File: config.mk
export PLATFORM = sky130hd
export DESIGN_NAME = brush_motor_ramp_sequencer
export DESIGN_NICKNAME = d
export VERILOG_FILES = /design/src/rtl/brush_motor_ramp_sequencer.sv
export SDC_FILE = /design/constraint.sdc
export NUM_CORES = 1
export LEC_CHECK = 0
export ABC_AREA = 1
export CORE_ASPECT_RATIO = 0.5
export CORE_MARGIN = 2
export CORE_UTILIZATION = 55
export CTS_CLUSTER_SIZE = 14
export DETAILED_ROUTE_END_ITERATION = 7
export GPL_ROUTABILITY_DRIVEN = 0
export MAX_ROUTING_LAYER = met4
export PLACE_DENSITY = 0.74
export SLEW_MARGIN = 20
export SYNTH_ARGS = -nofsm -noshare
export SYNTH_HDL_FRONTEND = slang
export SYNTH_SLANG_ARGS = --single-unit
export TNS_END_PERCENT = 20
File: constraint.sdc
create_clock -name csi_MCLK_clk -period 6.65 [get_ports csi_MCLK_clk]
set_input_delay 1.33 -clock csi_MCLK_clk [delete_from_list [all_inputs] [get_ports csi_MCLK_clk]]
set_output_delay 1.33 -clock csi_MCLK_clk [all_outputs]
set_load 0.005 [all_outputs]
File: src/rtl/brush_motor_ramp_sequencer.sv
// brush_motor_ramp_sequencer: Avalon-MM ramp/reverse sequencer for one brush_motor_driver.
// Optional BRUSH_SEQ_IRQ_EN adds ins_irq_irq and the sticky irq_flag in status bit 4.
module brush_motor_ramp_sequencer #(
   parameter logic [31:0] ID_VALUE = 32'hEA680103,
   parameter int          DW       = 32
) (
   input  logic          csi_MCLK_clk,
   input  logic          rsi_MRST_reset_n,
   input  logic [2:0]    avs_ctrl_address,
   input  logic          avs_ctrl_write,
   input  logic [31:0]   avs_ctrl_writedata,
   input  logic [3:0]    avs_ctrl_byteenable,
   input  logic          avs_ctrl_read,
   output logic [31:0]   avs_ctrl_readdata,
   output logic          avs_ctrl_waitrequest,
   output logic [DW-1:0] pwm_freq,
   output logic [DW-1:0] pwm_width,
   output logic          motor_on,
   output logic          motor_dir
`ifdef BRUSH_SEQ_IRQ_EN
   ,output logic         ins_irq_irq
`endif
);
   localparam logic [2:0] S_IDLE = 3'd0;
   localparam logic [2:0] S_RUN  = 3'd1;
   localparam logic [2:0] S_STOP = 3'd2;
   localparam logic [2:0] S_REV  = 3'd3;
   localparam logic [2:0] S_DEAD = 3'd4;

   logic [DW-1:0] freq_q, freq_d, tgt_q, tgt_d, step_q, step_d;
   logic [DW-1:0] div_q, div_d, dead_q, dead_d;
   logic [1:0]    ctrl_q, ctrl_d;
   logic [2:0]    state_q, state_d;
   logic [DW-1:0] cur_w_q, cur_w_d, tick_cnt_q, tick_cnt_d, dead_cnt_q, dead_cnt_d;
   logic          dir_q, dir_d;
   logic [31:0]   rdata_q, rdata_d;
   logic          tick, en, dir_req, at_tgt, irq_flag;
   logic [DW-1:0] goal, eff_step, ramped;

   function automatic logic [31:0] lanes(input logic [31:0] o, input logic [31:0] w,
                                         input logic [3:0] b);
      logic [31:0] r;
      for (int i = 0; i < 4; i++) r[8*i+:8] = b[i] ? w[8*i+:8] : o[8*i+:8];
      return r;
   endfunction

   function automatic logic wr_at(input logic [2:0] a);
      return avs_ctrl_write && avs_ctrl_address == a;
   endfunction

   always_comb begin
      freq_d = wr_at(3'd1) ? lanes(freq_q, avs_ctrl_writedata, avs_ctrl_byteenable) : freq_q;
      tgt_d  = wr_at(3'd2) ? lanes(tgt_q,  avs_ctrl_writedata, avs_ctrl_byteenable) : tgt_q;
      step_d = wr_at(3'd3) ? lanes(step_q, avs_ctrl_writedata, avs_ctrl_byteenable) : step_q;
      div_d  = wr_at(3'd4) ? lanes(div_q,  avs_ctrl_writedata, avs_ctrl_byteenable) : div_q;
      dead_d = wr_at(3'd5) ? lanes(dead_q, avs_ctrl_writedata, avs_ctrl_byteenable) : dead_q;
      ctrl_d = wr_at(3'd6) ? avs_ctrl_writedata[1:0] : ctrl_q;
   end

   // >= rather than == so a tick_div lowered below the running count does not wait for wrap
   assign tick       = tick_cnt_q >= div_q;
   assign tick_cnt_d = tick ? '0 : tick_cnt_q + DW'(1);
   assign en         = ctrl_q[0];
   assign dir_req    = ctrl_q[1];
   assign at_tgt     = state_q == S_RUN && cur_w_q == tgt_q;
   assign goal       = state_q == S_RUN ? tgt_q : '0;
   assign eff_step   = step_q == '0 ? DW'(1) : step_q;
   // differences are compared against the step before adding, so no wrap at either end
   assign ramped     = cur_w_q < goal ? ((goal - cur_w_q > eff_step) ? cur_w_q + eff_step : goal)
                     : cur_w_q > goal ? ((cur_w_q - goal > eff_step) ? cur_w_q - eff_step : goal)
                     : cur_w_q;

   always_comb begin
      state_d    = state_q;
      cur_w_d    = tick ? ramped : cur_w_q;
      dead_cnt_d = dead_cnt_q;
      dir_d      = dir_q;
      case (state_q)
         S_IDLE: begin
            cur_w_d = '0;
            if (en) begin
               dir_d   = dir_req;
               state_d = S_RUN;
            end
         end
         S_RUN:  state_d = !en ? S_STOP : (dir_req != dir_q) ? S_REV : S_RUN;
         S_STOP: state_d = en ? ((dir_req == dir_q) ? S_RUN : S_REV)
                              : (cur_w_q == '0) ? S_IDLE : S_STOP;
         S_REV: begin
            if (!en) state_d = S_STOP;
            else if (dir_req == dir_q) state_d = S_RUN;
            else if (cur_w_q == '0) begin
               state_d    = S_DEAD;
               dead_cnt_d = '0;
            end
         end
         S_DEAD: begin
            cur_w_d = '0;
            if (tick && dead_cnt_q >= dead_q) begin
               dir_d   = dir_req;
               state_d = en ? S_RUN : S_IDLE;
            end else if (tick) dead_cnt_d = dead_cnt_q + DW'(1);
         end
         default: begin
            state_d = S_IDLE;
            cur_w_d = '0;
         end
      endcase
   end

`ifdef BRUSH_SEQ_IRQ_EN
   logic at_tgt_q, irq_q;
   always_ff @(posedge csi_MCLK_clk or negedge rsi_MRST_reset_n) begin
      if (!rsi_MRST_reset_n) begin
         at_tgt_q <= 1'b0;
         irq_q    <= 1'b0;
      end else begin
         at_tgt_q <= at_tgt;
         irq_q    <= (at_tgt && !at_tgt_q) || (state_q == S_STOP && state_d == S_IDLE) ||
                     (irq_q && !(wr_at(3'd7) && avs_ctrl_writedata[3]));
      end
   end
   assign irq_flag    = irq_q;
   assign ins_irq_irq = irq_q;
`else
   assign irq_flag = 1'b0;
`endif

   always_comb begin
      rdata_d = rdata_q;
      if (avs_ctrl_read)
         case (avs_ctrl_address)
            3'd0:    rdata_d = ID_VALUE;
            3'd1:    rdata_d = freq_q;
            3'd2:    rdata_d = tgt_q;
            3'd3:    rdata_d = step_q;
            3'd4:    rdata_d = div_q;
            3'd5:    rdata_d = dead_q;
            3'd6:    rdata_d = {30'b0, ctrl_q};
            default: rdata_d = {cur_w_q[23:0], 3'b0, irq_flag, at_tgt, state_q};
         endcase
   end

   always_ff @(posedge csi_MCLK_clk or negedge rsi_MRST_reset_n) begin
      if (!rsi_MRST_reset_n) begin
         freq_q     <= '0;
         tgt_q      <= '0;
         step_q     <= '0;
         div_q      <= '0;
         dead_q     <= '0;
         ctrl_q     <= '0;
         state_q    <= S_IDLE;
         cur_w_q    <= '0;
         tick_cnt_q <= '0;
         dead_cnt_q <= '0;
         dir_q      <= 1'b0;
         rdata_q    <= '0;
      end else begin
         freq_q     <= freq_d;
         tgt_q      <= tgt_d;
         step_q     <= step_d;
         div_q      <= div_d;
         dead_q     <= dead_d;
         ctrl_q     <= ctrl_d;
         state_q    <= state_d;
         cur_w_q    <= cur_w_d;
         tick_cnt_q <= tick_cnt_d;
         dead_cnt_q <= dead_cnt_d;
         dir_q      <= dir_d;
         rdata_q    <= rdata_d;
      end
   end

   assign avs_ctrl_readdata    = rdata_q;
   assign avs_ctrl_waitrequest = 1'b0;
   assign pwm_freq             = freq_q;
   assign pwm_width            = cur_w_q;
   assign motor_on             = state_q == S_RUN || state_q == S_STOP || state_q == S_REV;
   assign motor_dir            = dir_q;
endmodule

Word-level counts from Yosys, hierarchy flattened
Index checks and enable logic that the tools add are counted. W data, S select, Z words.

Shifts and indexed selects: 0. Divide/modulo/power cells: 0. Equality and inequality tests: 23. Mux-type cells: 31. Add/sub/neg operators: 6. Bitwise operators: 0. $mul: 0. Reduce and logical (&&, ||, !) cells: 41. Magnitude comparators: 6.

Operators with widths (count): $mux W32 (14); $pmux W32 S7 (1); $gt A32 B32 Y1 (3); $sub A32 B32 Y32 (3); $add A32 B1 Y32 const B (2); $ge A32 B32 Y1 (2); $logic_not A32 Y1 (2); $pmux W32 S2 (1); $reduce_and A2 Y1 (21); $add A32 B32 Y32 (1); $eq A32 B32 Y1 (1); $lt A32 B32 Y1 (1); $mux W3 (5); $pmux W3 S5 (1); $ne A2 B2 Y1 const B (7); $eq A3 B2 Y1 const B (4); $eq A3 B3 Y1 const B (4); $mux W2 (5); $logic_and A1 B1 Y1 (8); $eq A3 B1 Y1 const B (2); $logic_not A3 Y1 (2); $reduce_and A3 Y1 (2); $reduce_and A6 Y1 (1); $ne A4 B4 Y1 const B (1); 9 further kinds (13).

Bits in read-only memories: 0. Memories: 0. RAM bits: 0. Bits in latches: 0. Flip-flop bits (word level): 294. Output and inout port bits: 99. Logic and storage cells: 134. Input port bits: 43.

Logic depth before layout (Yosys ltp)
Word-level depth: 9. Mapped depth: 33. Gate-level depth less buffers: 31.

Worst setup path before layout
OpenSTA, ideal clock, no wires.

Path kind: register -> register. From: register state_q[2]. To: register cur_w_q[10] (netlist: pwm_width[10]). Stages on the path, launching flop included: 30. Buffers on the path: 3. Library setup time: 65 ps. Arrival: 4166 ps. Clock period less this slack: 4231 ps. Required time: 6585 ps. Slack: 2419 ps. Cell sequence: dfrtp_1 > nor2_2 > nand2_4 > buf_1 > nor2_1 > inv_1 > ha_1 > buf_4 > nand2_1 > nor2_1 > nand2_1 > o21ai_1 > nand2_1 > nand2_1 > nand2_1 > nand2_1 > xor2_1 > inv_1 > ha_1 > nand2_1 > nor3_1 > nand3_1 > nor2_1 > inv_1 > nand2_1 > buf_1 > nand2_1 > nand3_1 > nand3_1 > nand2_1.

Cells in the longest elaborated chain, start to end: 9. Elaborated cells between the ends (all ways): 20. Classes of those cells: 2 x add/sub; 4 x order compare; 5 x eq/ne; 7 x mux; 2 x reduce/logical.

RTL lines: start, declared (RTL line 33) `logic [2:0] state_q, state_d;`; start signal, assigned (RTL line 165) `state_q <= state_d;`; $eq A3 B1 Y1 (RTL line 66, 78); $mux W32 (RTL line 66) `assign goal = state_q == S_RUN ? tgt_q : '0;`; $sub A32 B32 Y32 (RTL line 70) `: cur_w_q > goal ? ((cur_w_q - goal > eff_step) ? cur_w_q - eff_step : goal)`; $gt A32 B32 Y1 (RTL line 70); $mux W32 (2 in series) (RTL line 70); $mux W32 (RTL line 69) `assign ramped = cur_w_q < goal ? ((goal - cur_w_q > eff_step) ? cur_w_q + eff_step : goal)`; $mux W32 (RTL line 75) `cur_w_d = tick ? ramped : cur_w_q;`; $mux W32 (RTL line 78) `case (state_q)`; end signal, assigned (RTL line 166) `cur_w_q <= cur_w_d;`; end, declared (RTL line 34) `logic [DW-1:0] cur_w_q, cur_w_d, tick_cnt_q, tick_cnt_d, dead_cnt_q, dead_cnt_d;`.

Parallel ways exist; a longest one is shown, timed or not. The select of a mux whose other input is x is not followed. A chain may end at the register's enable or synchronous reset.

Worst setup path after layout
From: register state_q[1]. To: register cur_w_q[18] (netlist: pwm_width[18]).

Same word-level chain as after synthesis.

==> results.json <==
{
  "path_depth": 26,
  "syn_area_um2": 27100,
  "cts.sinks": 294,
  "fin_ws_ns": 0.850,
  "synth_edf_count": 0,
  "cpMostUsedCell": "nand2_1",
  "yosys-top-cells-area": "dfrtp_1 27%, nand2_1 17%, ha_1 11%, inv_1 8.3%, o21ai_0 4.9%",
  "portBuffers": 140,
  "swShare": 0.526,
  "ir_drop_v": 0.000415,
  "grt_max_degree": 160,
  "cp_top_family": "simple AND/OR/NAND/NOR gates",
  "ff_latch_area_um2": 7360,
  "multi_input_area_um2": 16600,
  "fill_cells": 4549,
  "via_count": 29400,
  "fp.coreArea_um2": 48600,
  "initial_utilization": 0.557,
  "final.period_utilization": 0.872,
  "drv_cap": 0,
  "fp.dieW_um": 318,
  "final_nets": 4473,
  "clkPwrFrac": 0.159,
  "dpl.hpwl_mm": 82.1,
  "synth_most_common_cell": "nand2_1",
  "die_area_um2": 51100,
  "drive_above_1_share": 0.0339,
  "p_leak_nw": 15.5,
  "io-pin-count": 142,
  "drc_errors": 1,
  "grt_pass1_vias": 26900,
  "vias_per_cell": 6.07,
  "clock_latency_ns": 0.62,
  "fin_setup_tns_ns": 0,
  "holdPathStages": 2,
  "synth_flop_cell": "dfrtp_1",
  "min_period_ns": 5.80,
  "failed_checks": "design-rule violations",
  "synth.yosys.warnings": 0,
  "crit_path_max_incr_delay_ns": 0.64,
  "grt_pass1_wl_mm": 156,
  "power_density_nw_per_um2": 355,
  "switching_power_mw": 5.55,
  "drt_iter0_markers": 4226,
  "holdBufCountCts": 0,
  "tightestPinTransition_ns": 1.15,
  "firstDrtPassIters": 8,
  "cts_htree_levels": 1,
  "clock-root-buffer": "clkbuf_16",
  "netlist.area_leader.share": 0.272,
  "final_core_util": 0.611,
  "synthToLayoutAreaGrowth_pct": 9.69,
  "dp_cells": 4797,
  "synthCells": 4138,
  "worstPathRequired_ns": 7.19,
  "post-cts-setup-buffers": 0,
  "pre_cts_ws_ns": 1.26,
  "clk_path_buf_depth": 3,
  "wl_mm": 104,
  "cts_tree": "done",
  "cts_buffers": 29,
  "synth.largest_area_cell": "dfrtp_1",
  "setup_viol": 0,
  "ys_seq_elements": 294,
  "dieHeight_um": 161,
  "synthDistinctLibCells": 58,
  "status": "finished with violations",
  "p_total_mw": 10.6,
  "seq_power_share": 0.221,
  "hp-class": "reg2reg",
  "grt_use_total": 0.406,
  "syn_nets": 4432,
  "ant_nets": 0,
  "path_class": "reg2reg",
  "synth_area_per_cell_um2": 6.54,
  "slew-limit-headroom": 0.235,
  "finalHoldViolations": 0,
  "critPathArrivalTime_ns": 6.34,
  "antenna_found_initial": 2,
  "p_int_mw": 5.00,
  "instances_no_fill": 4844,
  "slowest_stage": "a21oi_1",
  "finClkSkew_ns": 0.0393,
  "ys_seq_area_frac": 0.272,
  "overflow": 0,
  "rows": 57,
  "cts_resized": 0,
  "path_clk_slew_ns": 0.07,
  "rsz0062_at_grt": "no",
  "clock.fmax_mhz": 172,
  "avgRoutedWirePerCell_um": 21.4,
  "r2r_cells": 26,
  "endpoint_kind": "flop",
  "maxSlewViolCount": 0,
  "async_flop_share": 1.00,
  "cp-start-kind": "flop",
  "path_max_fanout": 28,
  "p_comb_frac": 0.620,
  "synth_common_cells": "1224 x nand2_1, 602 x inv_1, 304 x nor2_1",
  "crit_buf_inv": 5
}
## power by group through the flow
| stage | combinational, mW | clock, mW | sequential (mW) |
|---|---|---|---|
| after floorplan | 4.40 | 0 | 2.21 |
| after global placement | 6.06 | 0 | 2.32 |
| after detailed placement | 6.19 | 0 | 2.33 |
| after CTS | 6.23 | 1.68 | 2.30 |
| after global routing | 7.07 | 1.75 | 2.34 |
| final | 6.54 | 1.68 | 2.33 |
## metrics by stage
step / cell area [um2] / hold WS, ns
after global placement: 28800 / 0.464
after floorplan: 27100 / 0.453
after global routing: 29700 / 0.502
after CTS: 29700 / 0.489
final: 29700 / 0.482
after detailed placement: 28800 / 0.474
## cell usage in the layout, fill, tap and decap left out, types with 7 or more instances in the layout
| cell type | count |
|---|---|
| nor4_1 | 17 |
| inv_2 | 12 |
| buf_4 | 31 |
| o21ai_0 | 265 |
| o21ai_1 | 9 |
| o21a_1 | 16 |
| nor2_2 | 8 |
| o22ai_1 | 45 |
| nand3_1 | 227 |
| a21oi_1 | 244 |
| and2_1 | 8 |
| clkdlybuf4s50_1 | 139 |
| dfrtp_1 | 294 |
| a31oi_1 | 7 |
| a21o_1 | 12 |
| ha_1 | 248 |
| nand2_2 | 16 |
| nand3b_1 | 23 |
| nand2_1 | 1224 |
| a221oi_1 | 28 |
| nor3_1 | 50 |
| nor2_1 | 303 |
| o21bai_1 | 19 |
| clkbuf_16 | 29 |
| o2111ai_1 | 9 |
| nand4_1 | 99 |
| xnor2_1 | 35 |
| nor2_4 | 9 |
| inv_1 | 602 |
| xor2_1 | 85 |
## logic make-up (layout without fill, tap and decap cells)
family / after synthesis / count (layout) / synth area share
compound gates: 687 / 687 / 0.143
xor+xnor: 120 / 120 / 0.0388
fa+ha+maj: 251 / 251 / 0.117
buf+inv: 779 / 835 / 0.114
flops: 294 / 294 / 0.272
other cells: 1 / 2 / 0.000139
simple gates: 2006 / 2006 / 0.315
## final timing paths
| path | slack [ns] | to | start |
|---|---|---|---|
| max in group asynchronous | 4.56 | pwm_width[3] | rsi_MRST_reset_n |
| setup / recovery | 0.85 | pwm_width[18] | state_q[1] |
| hold reg to reg | 0.48 | avs_ctrl_readdata[25] | avs_ctrl_readdata[25] |
| setup reg to reg | 0.85 | pwm_width[18] | state_q[1] |
| min in group asynchronous | 0.71 | tick_cnt_q[1] | rsi_MRST_reset_n |
| hold / removal | 0.48 | avs_ctrl_readdata[25] | avs_ctrl_readdata[25] |
## flip-flops by register name, indices dropped and copies added, names as in the netlist
register,count
avs_ctrl_readdata,32
dead_cnt_q,32
state_q,3
dead_q,32
div_q,32
pwm_width,32
tick_cnt_q,32
ctrl_q,2
motor_dir,1
pwm_freq,32
step_q,32
tgt_q,32
## tightest hold or removal path, delay by kind of cell, from the launching register on
kind | cells | cell delay (ns)
AND/OR/NAND/NOR | 2 | 0.11
flip-flops | 1 | 0.34
## area by class of cell
cell class	instances	area share
diodes	1	0.0000843
clock buffers	36	0.0267
clock inverters	10	0.00405
inverters	617	0.0780
multi-input cells	3065	0.560
flip-flops and latches	294	0.248
well taps	649	0.0273
repair buffers	172	0.0559
## metal layers
| layer | GRT usage | vias up | wire length [um] |
|---|---|---|---|
| met4 | 0.158 | 0 | 5150 |
| met1 | 0.533 | 13500 | 40700 |
| met5 | - | - | 0 |
| met3 | 0.118 | 350 | 15300 |
| met2 | 0.589 | 2086 | 42600 |
| li1 | - | 13500 | - |
No activity file was read; power rests on OpenSTA's default activity.
